[src/rtl/regfile_dump_ctrl_if.sv]
// regfile_dump_ctrl_if: start/register-read/UART-TX bundle for the register dump controller
interface regfile_dump_ctrl_if #(
   parameter int DATA_SIZE = 32,
   parameter int REG_SIZE  = 5
);
   logic                 i_start;
   logic [DATA_SIZE-1:0] i_rf_data;
   logic                 i_tx_ready;
   logic                 o_rf_read_enable;
   logic [REG_SIZE-1:0]  o_rf_read_addr;
   logic [7:0]           o_tx_data;
   logic                 o_tx_valid;
   logic                 o_busy;
   logic                 o_done;
   modport master (
      input  i_start, i_rf_data, i_tx_ready,
      output o_rf_read_enable, o_rf_read_addr, o_tx_data, o_tx_valid, o_busy, o_done
   );
   modport slave (
      output i_start, i_rf_data, i_tx_ready,
      input  o_rf_read_enable, o_rf_read_addr, o_tx_data, o_tx_valid, o_busy, o_done
   );
endinterface

[src/rtl/regfile_dump_ctrl.sv]
// regfile_dump_ctrl: streams every register MSB byte first over a UART byte handshake.
// Define REGDUMP_CHECKSUM_EN to append an XOR checksum byte after the last register.
module regfile_dump_ctrl #(
   parameter int DATA_SIZE = 32,
   parameter int REG_SIZE  = 5,
   parameter int BANK_SIZE = 32
) (
   input  logic               i_clock,
   input  logic               i_reset,
   regfile_dump_ctrl_if.master bus
);
   localparam int NB = DATA_SIZE / 8;
   localparam int CW = NB > 1 ? $clog2(NB) : 1;
   typedef enum logic [2:0] {
      IDLE, REQ, LOAD, SEND,
`ifdef REGDUMP_CHECKSUM_EN
      CKSUM,
`endif
      DONE
   } state_t;
   state_t               state, state_n;
   logic [REG_SIZE-1:0]  index, addr_q;
   logic [CW-1:0]        cnt;
   logic [DATA_SIZE-1:0] shift;
   logic [7:0]           cur_byte;
   logic                 last_byte, last_reg, xfer, tx_valid, rd_en, done;
   assign cur_byte  = shift[DATA_SIZE-1 -: 8];
   assign last_byte = cnt == CW'(NB - 1);
   assign last_reg  = index == REG_SIZE'(BANK_SIZE - 1);
   assign xfer      = tx_valid && bus.i_tx_ready;
`ifdef REGDUMP_CHECKSUM_EN
   localparam state_t FIN = CKSUM;
   logic [7:0] cksum;
   assign bus.o_tx_data = state == CKSUM ? cksum : cur_byte;
   always_ff @(posedge i_clock)
      if (i_reset) cksum <= '0;
      else if (state == IDLE && bus.i_start) cksum <= '0;
      else if (state == SEND && xfer) cksum <= cksum ^ cur_byte;
`else
   localparam state_t FIN = DONE;
   assign bus.o_tx_data = cur_byte;
`endif
   // Address is combinational in REQ so the strobe and address line up in one cycle
   assign bus.o_rf_read_addr   = state == REQ ? index : addr_q;
   assign bus.o_rf_read_enable = rd_en;
   assign bus.o_tx_valid       = tx_valid;
   assign bus.o_busy           = state != IDLE;
   assign bus.o_done           = done;
   always_ff @(posedge i_clock)
      if (i_reset) state <= IDLE;
      else state <= state_n;
   always_comb begin
      state_n  = state;
      rd_en    = 1'b0;
      tx_valid = 1'b0;
      done     = 1'b0;
      case (state)
         IDLE: state_n = bus.i_start ? REQ : IDLE;
         REQ: begin
            rd_en   = 1'b1;
            state_n = LOAD;
         end
         LOAD: state_n = SEND;
         SEND: begin
            tx_valid = 1'b1;
            if (bus.i_tx_ready && last_byte) state_n = last_reg ? FIN : REQ;
         end
`ifdef REGDUMP_CHECKSUM_EN
         CKSUM: begin
            tx_valid = 1'b1;
            if (bus.i_tx_ready) state_n = DONE;
         end
`endif
         DONE: begin
            done    = 1'b1;
            state_n = IDLE;
         end
         default: state_n = IDLE;
      endcase
   end
   always_ff @(posedge i_clock)
      if (i_reset) begin
         index  <= '0;
         addr_q <= '0;
         cnt    <= '0;
         shift  <= '0;
      end else begin
         if (state == IDLE && bus.i_start) index <= '0;
         if (state == REQ) addr_q <= index;
         if (state == LOAD) begin
            shift <= bus.i_rf_data;
            cnt   <= '0;
         end
         if (state == SEND && xfer) begin
            shift <= shift << 8;
            cnt   <= cnt + 1'b1;
            if (last_byte && !last_reg) index <= index + 1'b1;
         end
      end
endmodule

[src/flat_wrapper.sv]
// flat-port wrapper written by rule: the top's interface ports become plain ports
module regfile_dump_ctrl_flat 
#(
   parameter int DATA_SIZE = 32,
   parameter int REG_SIZE  = 5,
   parameter int BANK_SIZE = 32
)
  (i_clock, i_reset, bus_i_start, bus_i_rf_data, bus_i_tx_ready, bus_o_rf_read_enable, bus_o_rf_read_addr, bus_o_tx_data, bus_o_tx_valid, bus_o_busy, bus_o_done);
  regfile_dump_ctrl_if #(.DATA_SIZE(DATA_SIZE), .REG_SIZE(REG_SIZE)) bus_i ();
  input  logic i_clock;
  input  logic i_reset;
  input wire logic [$bits(bus_i.i_start)-1:0] bus_i_start;
  input wire logic [$bits(bus_i.i_rf_data)-1:0] bus_i_rf_data;
  input wire logic [$bits(bus_i.i_tx_ready)-1:0] bus_i_tx_ready;
  output wire logic [$bits(bus_i.o_rf_read_enable)-1:0] bus_o_rf_read_enable;
  output wire logic [$bits(bus_i.o_rf_read_addr)-1:0] bus_o_rf_read_addr;
  output wire logic [$bits(bus_i.o_tx_data)-1:0] bus_o_tx_data;
  output wire logic [$bits(bus_i.o_tx_valid)-1:0] bus_o_tx_valid;
  output wire logic [$bits(bus_i.o_busy)-1:0] bus_o_busy;
  output wire logic [$bits(bus_i.o_done)-1:0] bus_o_done;
  assign bus_i.i_start = bus_i_start;
  assign bus_i.i_rf_data = bus_i_rf_data;
  assign bus_i.i_tx_ready = bus_i_tx_ready;
  assign bus_o_rf_read_enable = bus_i.o_rf_read_enable;
  assign bus_o_rf_read_addr = bus_i.o_rf_read_addr;
  assign bus_o_tx_data = bus_i.o_tx_data;
  assign bus_o_tx_valid = bus_i.o_tx_valid;
  assign bus_o_busy = bus_i.o_busy;
  assign bus_o_done = bus_i.o_done;
  regfile_dump_ctrl #(.DATA_SIZE(DATA_SIZE), .REG_SIZE(REG_SIZE), .BANK_SIZE(BANK_SIZE)) u_core (.i_clock(i_clock), .i_reset(i_reset), .bus(bus_i));
endmodule
[config.mk]
export PLATFORM = sky130hd
export DESIGN_NAME = regfile_dump_ctrl_flat
export DESIGN_NICKNAME = d
export VERILOG_FILES = /design/src/rtl/regfile_dump_ctrl_if.sv /design/src/rtl/regfile_dump_ctrl.sv /design/src/flat_wrapper.sv
export SDC_FILE = /design/constraint.sdc
export NUM_CORES = 1
export LEC_CHECK = 0
export CORE_MARGIN = 2
export CORE_UTILIZATION = 33
export CTS_CLUSTER_DIAMETER = 40
export DETAILED_ROUTE_END_ITERATION = 10
export PLACE_DENSITY = 0.66
export RECOVER_POWER = 100
export SYNTH_ARGS = -nofsm -noshare
export SYNTH_HDL_FRONTEND = slang
export SYNTH_SLANG_ARGS = --single-unit
export TNS_END_PERCENT = 50
[constraint.sdc]
create_clock -name i_clock -period 2.35 [get_ports i_clock]
set_clock_uncertainty 0.05 [all_clocks]
set_input_delay 0.47 -clock i_clock [delete_from_list [all_inputs] [get_ports i_clock]]
set_output_delay 0.47 -clock i_clock [all_outputs]
set_load 0.02 [all_outputs]
==> impl_metrics.csv, run 1 <==
group,metric,value,unit
status,status,"finished clean",
floorplanning,coreArea,6240,um2
floorplanning,ios,53,
synth,synth_common_cells,"nand2_1, dfxtp_1, nor2_1",
sta,final_hold_viol_count,0,
routing,wl_per_cell,12.8,um
synth,dominantRegCellSynth,"dfxtp_1",
power,p_seq_share,52.3,%
setup_path,max_stage_delay,680,ps
grt,busiest_layer,"met2",
grt,grt.total_usage,14.3,%
synth,synth_top_area_share,44.8,%
sta,period_needed,2220,ps
cts,htree_num_levels,2,
synth,synth_warnings,0,
synth,synth_edf_count,0,
synth,syn_avg_cell_area,8.21,um2
synth,ys_seq_area_share,44.8,%
setup_path,cp_top_family,"buffers and inverters",
setup_path,crit_buf_inv,2,
cts,path_clk_slew,90,ps
power,peakVddDrop,0.293,mV
power,pwr-share-clk,31.6,%
setup_path,worst_path_max_delay_cell,"dlygate4sd3_1",
cts,clk-insertion-delay-late,300,ps
sta,tns,0,ps
grt,grt-ovfl-total,0,
place,gp_congestion,0.806,
synth,ys_ff_latch,47,
grt,antenna_found_initial,0,
grt,grt_use_met1,19.9,%
cts,cts_hold_buf,0,
setup_path,start_kind,"flop",
sta,tightestPinTransition,1100,ps
flow_run,maxCapViolCount,0,
sta,timing.fmax,450,MHz
routing,firstDrtPassIters,4,
finish,area_growth,30.5,%
power,p_leak,1.06,nW
floorplanning,initial_core_util,33.7,%
routing,totalWireLength,4.78,mm
floorplanning,die_w,83.8,um
place,dp_hpwl,3.27,mm
setup_path,arrival,1700,ps
floorplanning,die_h,83.8,um
power,p_per_area,599,nW/um2
synth,synth_largest_area_cell,"dfxtp_1",
grt,grt_use_met2,22.3,%
power,combPwrFrac,16.1,%
synth,yosysUniqueCellTypes,33,
setup_path,r2r_slack,250,ps
grt,first_global_vias,1804,
sta,rsz0062_at_grt,"false",
floorplanning,num_rows,29,
place,port_buffers,52,
cts,cts_buffers,5,
synth,async_flop_share,0,%
synth,synth_area_leaders,"dfxtp_1, nand2_1, a311oi_1",
synth,synth_nets,295,
cts,clockBufferDepth,2,
finish,diodes,0,
grt,grt_max_degree,53,
finish,drive_gt1_share,8.14,%
synth,yosys.cell_count.top_type,"nand2_1",
sta,post-route-period-util,94.6,%
sta,setup_viol,0,
routing,vias,1836,
cts,cts_tree,"built",
power,p_total,1.64,mW
routing,drc,0,
setup_path,cp-end-kind,"primary output",
power,switchingPower,0.435,mW
cts,cts.sinks,47,
sta,maxSlewViolCount,0,
floorplanning,die-area,7020,um2
finish,postLayoutCoreUtil,43.9,%
power,p_int,1.21,mW
power,switching_share,26.5,%
finish,final_cells,372,
cts,root_buffer,"clkbuf_8",
synth,syn_area,2100,um2
setup_path,worst-setup-path-type,"flop to primary output",
finish,finalNetCount,333,
grt,use_met3,2.97,%
grt,grt_first_pass_wirelength,8.31,mm
place,dp_cells,364,
setup_path,crit_fanout,12,
worst_hold_path,hp-class,"flop to flop",
sta,relSlewSlack,26.4,%
routing,drtIter0Drc,102,
routing,drtAntennaViolNets,0,
setup_path,crit_chain,"buf_4 -> and3b_1 -> dlygate4sd3_1",
routing,viasPerCell,4.94,
synth,syn_inst,256,
setup_path,required,1830,ps
-- layout make-up --
cell class / count / area (um2)
multi-input combinational: 178 / 1010
clock buffer: 6 / 82.6
fill: 642 / 3500
timing repair buffer: 62 / 598
tap: 77 / 96.3
sequential: 47 / 941
clock inverter: 2 / 16.3
-- power by group through the flow --
stage,clock (mW),combinational (mW),sequential (mW)
global route,0.567,0.294,0.865
CTS,0.537,0.276,0.860
global placement,0,0.272,0.877
detailed placement,0,0.274,0.879
finish,0.519,0.265,0.859
floorplan,0,0.164,0.872
-- what timing repair did --
action	in CTS	in global routing
buffers inserted	0	0
endpoints found under the setup margin	5	0
resized for setup	5	0
-- cells by family after synthesis --
group	share of synthesized area, %
buf+inv	7.32
mux	2.68
flops	44.8
simple gates	27.0
compound gates	16.5
fa+ha+maj	1.79
-- worst register-to-register path: cells and delay by family, from the launching register on --
| family | cells | cell delay (ps) |
|---|---|---|
| flip-flops | 1 | 360 |
| adder cells (fa/ha/maj) | 2 | 440 |
| AO/OA/AOI/OAI | 1 | 160 |
| AND/OR/NAND/NOR | 3 | 1030 |
-- final timing paths --
| path | cells past startpoint | startpoint | endpoint |
|---|---|---|---|
| setup / recovery | 3 | u_core.state[2] | bus_o_tx_valid |
| hold / removal | 2 | u_core.shift[3] | u_core.shift[3] |
| setup reg to reg | 6 | u_core.index[0] | u_core.index[3] |
| hold reg to reg | 2 | u_core.shift[3] | u_core.shift[3] |
-- sequential cells by signal (all words and copies together), names as in the netlist --
signal         cells
u_core.shift      32
u_core.addr_q      5
u_core.index       5
u_core.state       3
u_core.cnt         2
-- layout by cell type, fill, tap and decap left out --
cell type         n
a2111oi_0         1
a211oi_1          1
a21oi_1          13
a311oi_1         24
a31oi_1           2
and2_1            1
and3_1            2
and3b_1           1
buf_12            1
buf_4             8
clkbuf_1          1
clkbuf_8          6
clkdlybuf4s50_1  35
clkinv_4          1
clkinvlp_4        1
dfxtp_1          47
dlygate4sd2_1     5
dlygate4sd3_1    12
ha_1              3
mux2_2            5
nand2_1          66
nand2b_1          1
nand3_1           7
nand4_1           1
nand4b_1          3
nor2_1           25
nor2b_1           5
nor3b_1           2
nor3b_4           1
nor4_1            1
o211ai_1          5
o21ai_0           1
or2_2             1
or3_1             2
or3b_1            2
or4_1             1
or4b_1            1
-- through the flow --
| stage | hold slack, ps | worst slack (ps) | cell area [um2] |
|---|---|---|---|
| 2_1_floorplan | 387 | 260 | 2100 |
| 6_report | 410 | 127 | 2740 |
| 3_3_place_gp | 396 | 317 | 2660 |
| 5_1_grt | 434 | 41.6 | 2740 |
| 4_1_cts | 412 | 108 | 2750 |
| 3_5_place_dp | 399 | 283 | 2660 |
-- metal layers --
layer,up-vias,wire length (um)
met5,-,0
met4,0,32
met3,4,189
met2,46,2140
met1,823,2420
li1,963,-
Power figures use the tool's default switching activity.
==> run 2: changes to the inputs <==
--- a/config.mk
+++ b/config.mk
@@ -14,4 +14,4 @@
 export SYNTH_ARGS = -nofsm -noshare
 export SYNTH_HDL_FRONTEND = slang
 export SYNTH_SLANG_ARGS = --single-unit
-export TNS_END_PERCENT = 50
+export TNS_END_PERCENT = 100
==> results of run 2 <==
The final DEF is identical to that of run 1; final timing and power are the same.
==> run 3: changes to the inputs <==
--- a/config.mk
+++ b/config.mk
@@ -9,6 +9,7 @@
 export CORE_UTILIZATION = 33
 export CTS_CLUSTER_DIAMETER = 40
 export DETAILED_ROUTE_END_ITERATION = 10
+export HOLD_SLACK_MARGIN = 0.02
 export PLACE_DENSITY = 0.66
 export RECOVER_POWER = 100
 export SYNTH_ARGS = -nofsm -noshare
==> constraint.sdc (replaced) <==
create_clock -name i_clock -period 2.46 [get_ports i_clock]
set_clock_uncertainty 0.05 [all_clocks]
set_input_delay 0.615 -clock i_clock [delete_from_list [all_inputs] [get_ports i_clock]]
set_output_delay 0.615 -clock i_clock [all_outputs]
set_load 0.02 [all_outputs]
==> run 3 against run 2 <==
  * Die area did not move
  * Worst setup slack got worse by 47 ps
  * Critical endpoint is now bus_o_busy
  * Non-clock buffer count fell by 1
  * Critical path type unchanged
  * Final area fell by 0.50%
  * Sequential power fell by 4.5%
  * Sequential share of layout area rose by 0.17 points
  * Clock power fell by 9.1%
  * Via count fell by 0.22%
  * Total power fell by 6.2%
==> impl_metrics.csv, run 3 (synthesis results as in run 1) <==
group,metric,value,unit
status,status,"finished clean",
floorplanning,ios,53,
worst_hold_path,min_to,"u_core.shift[7]",
cts,path_clk_slew,90,ps
finish,drive_gt1_share,8.16,%
place,dp_cells,363,
place,gp_congestion,0.788,
sta,maxSlewViolCount,0,
cts,root_buffer,"clkbuf_8",
setup_path,rr_startpoint,"u_core.index[0]",
power,peakVddDrop,0.290,mV
floorplanning,initial_core_util,33.7,%
finish,finalNetCount,332,
cts,cts.sinks,47,
floorplanning,die_h,83.8,um
sta,tightestPinTransition,663,ps
routing,vias,1832,
sta,final_hold_viol_count,0,
place,dp_hpwl,3.26,mm
sta,tns,0,ps
cts,cts_tree,"built",
grt,grt_max_degree,53,
worst_hold_path,hold_path_depth,2,
routing,drtIter0Drc,81,
sta,rsz0062_at_grt,"false",
grt,grt.total_usage,13.6,%
finish,final_cell_mix,"nand2_1, dfxtp_1, clkdlybuf4s50_1",
power,p_per_area,565,nW/um2
routing,wl_per_cell,12.5,um
grt,first_global_vias,1713,
worst_hold_path,hp-class,"flop to flop",
cts,post_cts_buffers,0,
finish,final_common_cell,"nand2_1",
cts,clk-insertion-delay-late,300,ps
floorplanning,die-area,7020,um2
finish,largest_reg_flops,32,
place,port_buffers,52,
sta,relSlewSlack,55.8,%
cts,cts_buffers,5,
routing,firstDrtPassIters,4,
cts,ctsResizeCount,5,
setup_path,required,1790,ps
finish,reg.largest.list,"u_core.shift x32, u_core.addr_q x5, u_core.index x5",
finish,fillers,649,
finish,finish.instance_area,2730,um2
power,p_leak,1.05,nW
routing,drc,0,
floorplanning,num_rows,29,
grt,antenna_found_initial,0,
place,dpl_cell_area,2650,um2
setup_path,crit_fanout,12,
sta,post-route-period-util,96.7,%
sta,timing.fmax,420,MHz
setup_path,cp-end-kind,"primary output",
finish,area_growth,29.8,%
finish,final_cells,371,
sta,period_needed,2380,ps
setup_path,arrival,1710,ps
setup_path,start_kind,"flop",
grt,grt-ovfl-total,0,
setup_path,worst-setup-path-type,"flop to primary output",
routing,viasPerCell,4.94,
setup_path,r2r_slack,250,ps
setup_path,rr_endpoint,"u_core.index[3]",
finish,max_flop_register,"u_core.shift",
floorplanning,coreArea,6240,um2
cts,htree_num_levels,2,
finish,diodes,0,
floorplanning,die_w,83.8,um
grt,grt_first_pass_wirelength,7.86,mm
routing,drtAntennaViolNets,0,
cts,clockBufferDepth,2,
sta,setup_viol,0,
flow_run,maxCapViolCount,0,
setup_path,rr_worst_depth,6,
cts,cts_hold_buf,0,
worst_hold_path,hp-start,"u_core.shift[7]",
routing,totalWireLength,4.62,mm
## run 3: changes by cell type in the layout (fill, tap and decap cells not counted)
| cell | change |
|---|---|
| buf_4 | -1 |
| clkbuf_8 | -1 |
| clkdlybuf4s50_1 | -1 |
| clkinv_4 | -1 |
| clkinvlp_4 | +1 |
| dlygate4sd3_1 | +1 |
| inv_6 | +1 |
| or3b_1 | -1 |
| or3b_2 | +1 |
## run 3: layout make-up
type	instances	area, um2	area share [%]
Tap cell	77	96.3	3.53
Timing Repair Buffer	61	591	21.6
Multi-Input combinational cell	178	1010	37.0
Sequential cell	47	941	34.5
Clock inverter	3	23.8	0.871
Clock buffer	5	68.8	2.52
## run 3: worst max path at each step
stage,to,startpoint,cells after the start
final,bus_o_busy,u_core.state[2],3
after global routing,bus_o_tx_valid,u_core.state[0],3
after CTS,bus_o_busy,u_core.state[2],3
after detailed placement,bus_o_rf_read_addr[4],u_core.state[2],4
after global placement,bus_o_rf_read_addr[0],u_core.state[2],4
after floorplan,bus_o_rf_read_addr[0],u_core.state[2],3
## run 3: per-layer routing
layer / track usage [%] / vias up / wire length [um]
met3: 3.17 / 6 / 223
met1: 18.4 / 819 / 2290
met5: 0 / - / 0
met4: 5.28 / 0 / 69
met2: 21.1 / 46 / 2040
li1: - / 961 / -
## run 3: power breakdown
group | leakage, nW | internal [mW] | total, mW | switching (mW)
combinational | 0.624 | 0.122 | 0.250 | 0.127
clock | 0.0408 | 0.203 | 0.472 | 0.268
sequential | 0.382 | 0.801 | 0.820 | 0.0197
## run 3: through the flow
| stage | hold WS (ps) | util, % | power, mW | worst slack (ps) |
|---|---|---|---|---|
| floorplan | 387 | - | 0.989 | 293 |
| global placement | 396 | 42.5 | 1.10 | 292 |
| detailed placement | 397 | 42.5 | 1.10 | 283 |
| CTS | 411 | 43.9 | 1.57 | 55.8 |
| global route | 434 | 43.7 | 1.62 | 35.3 |
| finish | 410 | 43.7 | 1.54 | 80.6 |
## run 3: critical path, cell delays in order (launching register included)
cell             delay, ps
dfxtp_1                320
buf_4                  170
or3_1                  380
clkdlybuf4s50_1        540
